[config.mk]
export PLATFORM = sky130hd
export DESIGN_NAME = instr_fetch_unit
export DESIGN_NICKNAME = d
export VERILOG_FILES = /design/src/rtl/riscv_pkg.sv /design/src/rtl/if_id_reg.sv /design/src/rtl/instr_fetch_unit.sv
export SDC_FILE = /design/constraint.sdc
export NUM_CORES = 1
export LEC_CHECK = 0
export CAP_MARGIN = 20
export CORE_MARGIN = 2
export CORE_UTILIZATION = 41
export DETAILED_ROUTE_END_ITERATION = 7
export PLACE_DENSITY = 0.88
export RECOVER_POWER = 25
export SYNTH_ARGS = -nofsm -noshare
export SYNTH_HDL_FRONTEND = slang
export SYNTH_SLANG_ARGS = --single-unit
[constraint.sdc]
create_clock -name clk -period 2 [get_ports clk]
set_clock_uncertainty 0.1 [all_clocks]
set_input_delay 0.4 -clock clk [delete_from_list [all_inputs] [get_ports clk]]
set_output_delay 0.4 -clock clk [all_outputs]
set_load 0.005 [all_outputs]
[src/rtl/riscv_pkg.sv]
// rtl/riscv_pkg.sv - shared RISC-V constants for the fetch stage
//
// Purpose: word width, the bubble instruction and the major opcode values
// used by the pipeline front end.
// Ports: none (package).
package riscv_pkg;

  localparam int unsigned XLEN = 32;

  // add x0,x0,x0 : architecturally a no-op, used for pipeline bubbles
  localparam logic [XLEN-1:0] NOP_INSTR = 32'h0000_0033;

  localparam logic [6:0] OP_LOAD   = 7'b0000011;
  localparam logic [6:0] OP_STORE  = 7'b0100011;
  localparam logic [6:0] OP_RTYPE  = 7'b0110011;
  localparam logic [6:0] OP_BRANCH = 7'b1100011;

endpackage

[src/rtl/if_id_reg.sv]
// rtl/if_id_reg.sv - IF/ID pipeline register with hold and flush
//
// Purpose: holds the PC, instruction word and valid bit handed from fetch
// to decode. A flush loads a bubble (NOP, valid=0) tagged with pc_in and
// takes priority over hold; otherwise load_en selects load versus hold.
// Ports:
//   clk, rst_n           clock, asynchronous active-low reset
//   load_en              capture pc_in/instr_in/valid_in
//   flush                capture pc_in with a bubble (overrides load_en)
//   pc_in, instr_in      fetch PC and instruction word
//   valid_in             fetched word is a real instruction
//   pc_q, instr_q, valid_q  registered IF/ID contents
module if_id_reg
  import riscv_pkg::*;
#(
  parameter logic [XLEN-1:0] BUBBLE = 32'h0000_0033
) (
  input  logic            clk,
  input  logic            rst_n,
  input  logic            load_en,
  input  logic            flush,
  input  logic [XLEN-1:0] pc_in,
  input  logic [XLEN-1:0] instr_in,
  input  logic            valid_in,
  output logic [XLEN-1:0] pc_q,
  output logic [XLEN-1:0] instr_q,
  output logic            valid_q
);

  always_ff @(posedge clk or negedge rst_n) begin
    if (!rst_n) begin
      pc_q    <= '0;
      instr_q <= BUBBLE;
      valid_q <= 1'b0;
    end else if (flush) begin
      pc_q    <= pc_in;
      instr_q <= BUBBLE;
      valid_q <= 1'b0;
    end else if (load_en) begin
      pc_q    <= pc_in;
      instr_q <= instr_in;
      valid_q <= valid_in;
    end
  end

endmodule

[src/rtl/instr_fetch_unit.sv]
// rtl/instr_fetch_unit.sv - fetch stage: PC, next-PC mux, IF/ID latch
//
// Purpose: owns the program counter, presents the word address to a
// zero-latency instruction memory and latches the returned word into IF/ID.
// Branch redirect (with flush) beats decode stall, which beats sequential
// fetch. Fetches beyond the memory depth produce bubbles without wrapping.
// Ports:
//   clk, rst_n      clock, asynchronous active-low reset
//   stall           hold PC, IF/ID and fetch_count
//   branch_taken    redirect to branch_target and flush IF/ID
//   branch_target   redirect byte address (low two bits dropped)
//   imem_addr       word address to instruction memory (pc[ADDR_W+1:2])
//   imem_data       instruction word returned combinationally
//   pc              current fetch PC
//   if_id_pc, if_id_instr, if_id_valid  IF/ID contents
//   misalign_err    sticky flag: some redirect target was not word aligned
//   fetch_count     count of valid instructions written into IF/ID
module instr_fetch_unit
  import riscv_pkg::*;
#(
  parameter int unsigned     ADDR_W    = 6,
  parameter logic [XLEN-1:0] RESET_PC  = 32'h0,
  parameter logic [XLEN-1:0] NOP_WORD  = riscv_pkg::NOP_INSTR
) (
  input  logic              clk,
  input  logic              rst_n,
  input  logic              stall,
  input  logic              branch_taken,
  input  logic [XLEN-1:0]   branch_target,
  output logic [ADDR_W-1:0] imem_addr,
  input  logic [XLEN-1:0]   imem_data,
  output logic [XLEN-1:0]   pc,
  output logic [XLEN-1:0]   if_id_pc,
  output logic [XLEN-1:0]   if_id_instr,
  output logic              if_id_valid,
  output logic              misalign_err,
  output logic [XLEN-1:0]   fetch_count
);

  logic            in_range;
  logic [XLEN-1:0] fetch_word;

  assign imem_addr = pc[ADDR_W+1:2];

  // Compare the full word index against the depth so addresses past the
  // memory are detected instead of aliasing onto low words.
  assign in_range   = ({1'b0, (pc >> 2)} < (33'd1 << ADDR_W));
  assign fetch_word = in_range ? imem_data : NOP_WORD;

  always_ff @(posedge clk or negedge rst_n) begin
    if (!rst_n) begin
      pc           <= RESET_PC;
      misalign_err <= 1'b0;
      fetch_count  <= '0;
    end else if (branch_taken) begin
      pc           <= {branch_target[XLEN-1:2], 2'b00};
      misalign_err <= misalign_err | (branch_target[1:0] != 2'b00);
    end else if (!stall) begin
      pc <= pc + 32'd4;
      if (in_range) begin
        fetch_count <= fetch_count + 32'd1;
      end
    end
  end

  if_id_reg #(
    .BUBBLE (NOP_WORD)
  ) u_if_id (
    .clk      (clk),
    .rst_n    (rst_n),
    .load_en  (!stall),
    .flush    (branch_taken),
    .pc_in    (pc),
    .instr_in (fetch_word),
    .valid_in (in_range),
    .pc_q     (if_id_pc),
    .instr_q  (if_id_instr),
    .valid_q  (if_id_valid)
  );

endmodule
==> metrics.csv, run 1 <==
metric;value;unit
RSZ-0062 raised after global routing;yes;
vias post-DR;5173;
final setup fails;5;
asr flop ratio synth;100.0;%
max-cap viol count;0;
CP arrival;2.27;ns
Placed Cells;952;
final hold violations;0;
Pre-antenna DRT Iters;4;
share of total power in sequential cells;40.7;%
Avg WL per Cell;17.94;um
largest net degree at the start of global routing;63;
initial core utilization;41.45;%
worst reg2reg setup slack;-0.06;ns
Ys Warns;0;
CTS Root Cell;clkbuf_16;
routed wire length;17990;um
Clock Latency Late Sink;0.42;ns
Leakage;4.153;nW
CP required;2.20;ns
sequential area share after synthesis;55.53;%
Critical R2R Launch;pc[26];
worst setup margin;-0.06459;ns
R2R cell count;6;
core area;13720;sq um
CP cell instances;buf_4 -> nand4_1 -> or4_1 -> nor3_2 -> xor2_1 -> mux2_2;
status;finished, violations left;
# IOs;204;
combinational share of power;15.1;%
Hold Crit Class;register to register;
dpl ws;-0.4469;ns
Worst VDD drop;0.0005831;V
DP Wirelength;12230;um
Die Span X;121.8;um
Least-Margin Pin Slew;1.078;ns
Pwr Total;6.851;mW
CTS Buf Count;17;
hold path startpoint;u_if_id.pc_q[14];
failing checks;negative setup slack;
number of routed nets with antenna violations;0;
nets;881;
Fmax;0.4844;GHz
clock sink count;126;
synthesized cell area;5687;sq um
Port Buffers;199;
filler instances;1013;
die area;14830;sq um
Die Span Y;121.8;um
Sw Share;23.74;%
RR Endpoint;pc[31];
TritonCTS clock tree;yes;
setup TNS;-0.1009;ns
Internal Dissipation;5.224;mW
number of global-route vias before repair;5224;
Mean Syn Cell Area;10.38;sq um
Hold Path End;u_if_id.pc_q[14];
first-pass GRT wire length;27110;um
leading cell type in the layout, fill and taps excluded;clkdlybuf4s50_1;
Std-Cell Rows;43;
commonest cells after routing, fill and taps aside;clkdlybuf4s50_1 (182), nand2_1 (142), dfrtp_1 (117), buf_4 (59), xnor2_1 (47);
layout cells sized above 1;18.71;%
initial antenna violation count;0;
Pwr Density;743.1;nW/um^2
Period minus WS final;2.065;ns
dominant delay contributor by cell family on the critical path;simple AND/OR/NAND/NOR gates;
clock share of power;44.2;%
H-tree depth;4;
buffer depth of the longest clock path;2;
Non-Filler Instances;1003;
Yosys reg bits;126;
Clock transition at path regs;0.06;ns
P_sw;1.627;mW
top_reg_cell synth;dfrtp_1;
Synth cell types;38;
Setup CP Type;register to register;
max incr delay on CP;0.57;ns
critical path's slowest cell;or4_1;
Bufs and invs on worst path;1;
Max FO, Critical Path;3;
# DRC;0;
ANT cells;0;
relative slew slack;28.15;%
Slew Viols, Final;0;
critical path endpoint category;register;
EDFF count, synth;0;
Syn Inst Count;548;
final worst path period share;103.2;%
DR vias/cell;5.158;
CP Launch Type;register;
Synth-to-Final Area Change;62.13;%
initial drt markers;297;
GRT Util Overall;23.86;%
worst hold path depth;2;
Remaining Overflow, GRT;0;
gpl congestion;0.8580;
[worst reg2reg max path: cells and delay by family (launching register included)]
family / cells / cell delay, ns
xor gates and xnor gates: 1 / 0.09
muxes: 1 / 0.27
DFF: 1 / 0.42
and+or+nand+nor: 3 / 0.92
buffers and inverters: 1 / 0.15
[power groups by stage]
stage,sequential (mW),clock [mW],combinational [mW]
global route,2.80,3.21,1.12
detailed placement,2.82,0,0.977
CTS,2.78,3.06,1.00
finish,2.79,3.03,1.04
floorplan,2.85,0,0.284
global placement,2.82,0,0.961
[state kept, by name, indices dropped and copies added, names as in the netlist]
register,flops
pc,30
u_if_id.valid_q,1
u_if_id.pc_q,30
fetch_count,32
u_if_id.instr_q,32
misalign_err,1
[stage by stage]
| stage | hold WS [ns] | cell area, sq um | utilization [%] |
|---|---|---|---|
| floorplan | 0.004409 | 5727 | - |
| global placement | 0.2379 | 8273 | 60.30 |
| detailed placement | 0.2401 | 8273 | 60.30 |
| CTS | 0.3670 | 8927 | 65.07 |
| global route | 0.3748 | 9220 | 67.20 |
| finish | 0.3613 | 9220 | 67.20 |
[kinds of logic after synthesis]
| logic type | count (synthesis) | share of synthesized area, % |
|---|---|---|
| simple gates | 246 | 22.57 |
| flops | 126 | 55.53 |
| compound gates | 64 | 7.745 |
| xor+xnor | 60 | 9.241 |
| buf+inv | 47 | 4.026 |
| fa+ha+maj | 2 | 0.4400 |
| mux | 2 | 0.3740 |
| other cells | 1 | 0.06594 |
[synth_stat cells (10+ instances only)]
| library cell | instances | area [sq um] |
|---|---|---|
| xor2_1 | 12 | 105.1 |
| clkbuf_1 | 20 | 75.07 |
| a22o_1 | 28 | 245.2 |
| nand3_1 | 18 | 90.09 |
| o21ai_0 | 32 | 160.2 |
| buf_2 | 10 | 50.05 |
| dfrtp_1 | 122 | 3053 |
| nand2_1 | 142 | 533.0 |
| nand4_1 | 21 | 131.4 |
| xnor2_1 | 48 | 420.4 |
| buf_4 | 10 | 75.07 |
[repair_timing]
action,4_1_cts,5_1_grt
endpoints found under the hold margin,39,0
pin swaps,2,6
setup endpoints to repair,23,70
buffers inserted,4,13
gates cloned,0,2
hold buffers,1,0
resized for setup,20,40
[layer usage]
| metal | share of wire [%] | routed length, um | track usage (%) |
|---|---|---|---|
| met1 | 39 | 6980 | 28.41 |
| met2 | 50 | 9083 | 40.99 |
| met3 | 8.8 | 1587 | 7.350 |
| met4 | 1.9 | 342 | 8.118 |
| met5 | 0 | 0 | 0 |
[how the worst max path moves through the flow]
stage | startpoint | end | cells past startpoint
2_1_floorplan | pc[9] | fetch_count[21] | 6
3_3_place_gp | stall | fetch_count[19] | 7
3_5_place_dp | stall | pc[27] | 7
4_1_cts | pc[27] | fetch_count[26] | 6
5_1_grt | pc[22] | fetch_count[21] | 6
6_report | pc[26] | pc[31] | 6
[area by class of cell]
type                       instances  area (sq um)  area share, %
inverter                           4         15.01         0.1628
timing repair buffer             284          2774          30.09
sequential                       126          3164          34.32
multi-input combinational        378          2465          26.73
clock inverter                     7         85.08         0.9228
clock buffer                      24         491.7          5.333
tap                              180         225.2          2.443
Note: power is estimated with default switching activity, not from simulation.
==> run 2, diff against run 1 <==
--- a/config.mk
+++ b/config.mk
@@ -9,7 +9,7 @@
 export CORE_MARGIN = 2
 export CORE_UTILIZATION = 41
 export DETAILED_ROUTE_END_ITERATION = 7
-export PLACE_DENSITY = 0.88
+export PLACE_DENSITY = 0.77
 export RECOVER_POWER = 25
 export SYNTH_ARGS = -nofsm -noshare
 export SYNTH_HDL_FRONTEND = slang
==> run 2 against run 1 <==
Against the previous run: the flow still finishes with violations (negative setup slack); clock power up 11%; worst setup slack better by 0.064 ns; register-to-register slack better by 0.07 ns; sequential power about the same; critical endpoint is now pc[29]; largest power group unchanged; highest routed layer unchanged.
==> metrics.csv, run 2 (synthesized netlist as in run 1, its figures left out) <==
metric;value;unit;change
status;finished, violations left;;
failing checks;negative setup slack;;
Final Core Density;68.02;%;+0.81 points
Port Buffers;199;;unchanged
hold path startpoint;u_if_id.pc_q[7];;
H-tree depth;4;;unchanged
Largest regs;fetch_count: 32 flops, u_if_id.instr_q: 32 flops;;
relative slew slack;31.04;%;+2.9 points
final worst path period share;100.0;%;-3.2 points
gpl congestion;0.8315;;-3.1%
nets;891;;+1.1%
hold slack final;0.3664;ns;+0.005052 ns
buffer depth of the longest clock path;2;;unchanged
dpl ws;-0.4128;ns;+0.03408 ns
leading cell type in the layout, fill and taps excluded;clkdlybuf4s50_1;;
Bufs and invs on worst path;2;;+1
max incr delay on CP;0.52;ns;-0.05 ns
Max FO, Critical Path;5;;+2
dominant delay contributor by cell family on the critical path;simple AND/OR/NAND/NOR gates;;
DR vias/cell;5.151;;-0.13%
final hold violations;0;;unchanged
core area;13720;sq um;unchanged
number of routed nets with antenna violations;0;;unchanged
CP arrival;2.16;ns;-0.11 ns
CP Launch Type;input pin;;
Hold Crit Class;register to register;;
first-pass GRT wire length;26320;um;-2.9%
# IOs;204;;unchanged
Pre-antenna DRT Iters;5;;+1
routed wire length;16960;um;-5.7%
commonest cells after routing, fill and taps aside;clkdlybuf4s50_1 (187), nand2_1 (141), dfrtp_1 (114), buf_4 (71), xnor2_1 (48);;
vias post-DR;5223;;+0.97%
Clock Latency Late Sink;0.42;ns;about the same
CP required;2.16;ns;-0.04 ns
clock sink count;126;;unchanged
critical path's slowest cell;clkdlybuf4s50_1;;
critical path endpoint category;register;;
Pwr Total;7.205;mW;+5.2%
# DRC;0;;unchanged
CTS Root Cell;clkbuf_16;;
number of global-route vias before repair;5296;;+1.4%
layout cells sized above 1;20.02;%;+1.3 points
RSZ-0062 raised after global routing;yes;;
Slew Viols, Final;0;;unchanged
initial drt markers;389;;+31%
CP cell instances;clkdlybuf4s50_1 -> and4b_1 -> nand4_1 -> buf_4 -> nor4_1 -> xnor2_1 -> o21ai_0;;
Least-Margin Pin Slew;1.034;ns;-0.04340 ns
Die Span Y;121.8;um;unchanged
max-cap viol count;0;;unchanged
Avg WL per Cell;16.73;um;-6.8%
Die Span X;121.8;um;unchanged
Period minus WS final;2.001;ns;-0.06384 ns
Worst VDD drop;0.0005713;V;-2.0%
Pwr Density;772.1;nW/um^2;+3.9%
CTS Buf Count;17;;unchanged
TritonCTS clock tree;yes;;
Fmax;0.4998;GHz;+3.2%
Non-Filler Instances;1014;;+1.1%
Leakage;4.144;nW;-0.20%
crit path launch;stall;;
initial antenna violation count;0;;unchanged
DP Wirelength;12090;um;-1.2%
GRT Util Overall;22.93;%;-0.93 points
Critical R2R Launch;pc[11];;
Placed Cells;950;;-0.21%
Std-Cell Rows;43;;unchanged
initial core utilization;41.45;%;unchanged
worst setup margin;-0.0007525;ns;+0.06384 ns
Setup CP Type;input pin to register;;
die area;14830;sq um;unchanged
ANT cells;0;;unchanged
largest net degree at the start of global routing;63;;unchanged
Remaining Overflow, GRT;0;;unchanged
final setup fails;1;;-4
worst reg2reg setup slack;0.01;ns;+0.07 ns
Synth-to-Final Area Change;64.09;%;
Clock transition at path regs;0.06;ns;about the same
[run 2: changes by cell type in the layout (fill, tap and decap cells not counted), moves of 3 or more]
cell / before / now
dfrtp_1: 117 / 114
clkdlybuf4s50_1: 182 / 187
buf_4: 59 / 71
dlygate4sd2_1: 7 / 4
dfrtp_2: 5 / 8
clkinvlp_4: 0 / 3
[run 2: path summary, 6_finish.rpt]
path | endpoint | depth (start not counted)
max | pc[29] | 7
min | u_if_id.pc_q[7] | 2
max reg2reg | pc[29] | 7
min reg2reg | u_if_id.pc_q[7] | 2
max in group asynchronous | u_if_id.instr_q[28] | 3
min in group asynchronous | fetch_count[12] | 2
[run 2: stage by stage]
step | area, sq um | TNS [ns]
global placement | 8279 | -19.06
floorplan | 5727 | -0.09108
CTS | 9047 | 0
finish | 9331 | -0.0007525
detailed placement | 8279 | -23.22
global route | 9331 | -2.568
[run 2: what timing repair did]
action / CTS / global route
gates resized for setup: 22 / 30
hold buffers: 1 / 0
cloned: 0 / 0
setup endpoints to repair: 27 / 44
hold endpoints to repair: 29 / 0
setup buffers: 6 / 25
pin swaps: 3 / 8
[run 2: report_power, final]
group	leakage (nW)	total [mW]	switching, mW	internal (mW)
Combinational	2.20	1.05	0.437	0.616
Clock	0.314	3.35	1.11	2.24
Sequential	1.63	2.80	0.116	2.68
[run 2: tightest hold or removal path, cell delays in order, from the launching register on]
cell and delay, ns:
dfrtp_1 0.34, nand2_1 0.05, nand2_1 0.05
[run 2: final cells by class]
type,instances,area (sq um)
Timing Repair Buffer,294,2830
Multi-Input combinational cell,378,2441
Clock buffer,22,494.2
Clock inverter,10,157.7
Inverter,4,15.01
Sequential cell,126,3168
Fill cell,977,4388
Tap cell,180,225.2
[run 2: metal layers]
| metal | vias to the layer above | GRT usage, % | wire [um] |
|---|---|---|---|
| met5 | - | 0 | 0 |
| met4 | 0 | 8.836 | 360 |
| met3 | 35 | 4.822 | 1153 |
| met2 | 217 | 39.00 | 8596 |
| met1 | 2553 | 28.70 | 6849 |
| li1 | 2418 | - | - |
==> run 3, diff against run 2 <==
--- a/config.mk
+++ b/config.mk
@@ -5,7 +5,6 @@
 export SDC_FILE = /design/constraint.sdc
 export NUM_CORES = 1
 export LEC_CHECK = 0
-export CAP_MARGIN = 20
 export CORE_MARGIN = 2
 export CORE_UTILIZATION = 41
 export DETAILED_ROUTE_END_ITERATION = 7
==> results of run 3 <==
No change in the layout: final DEF, timing and power equal those of run 2.
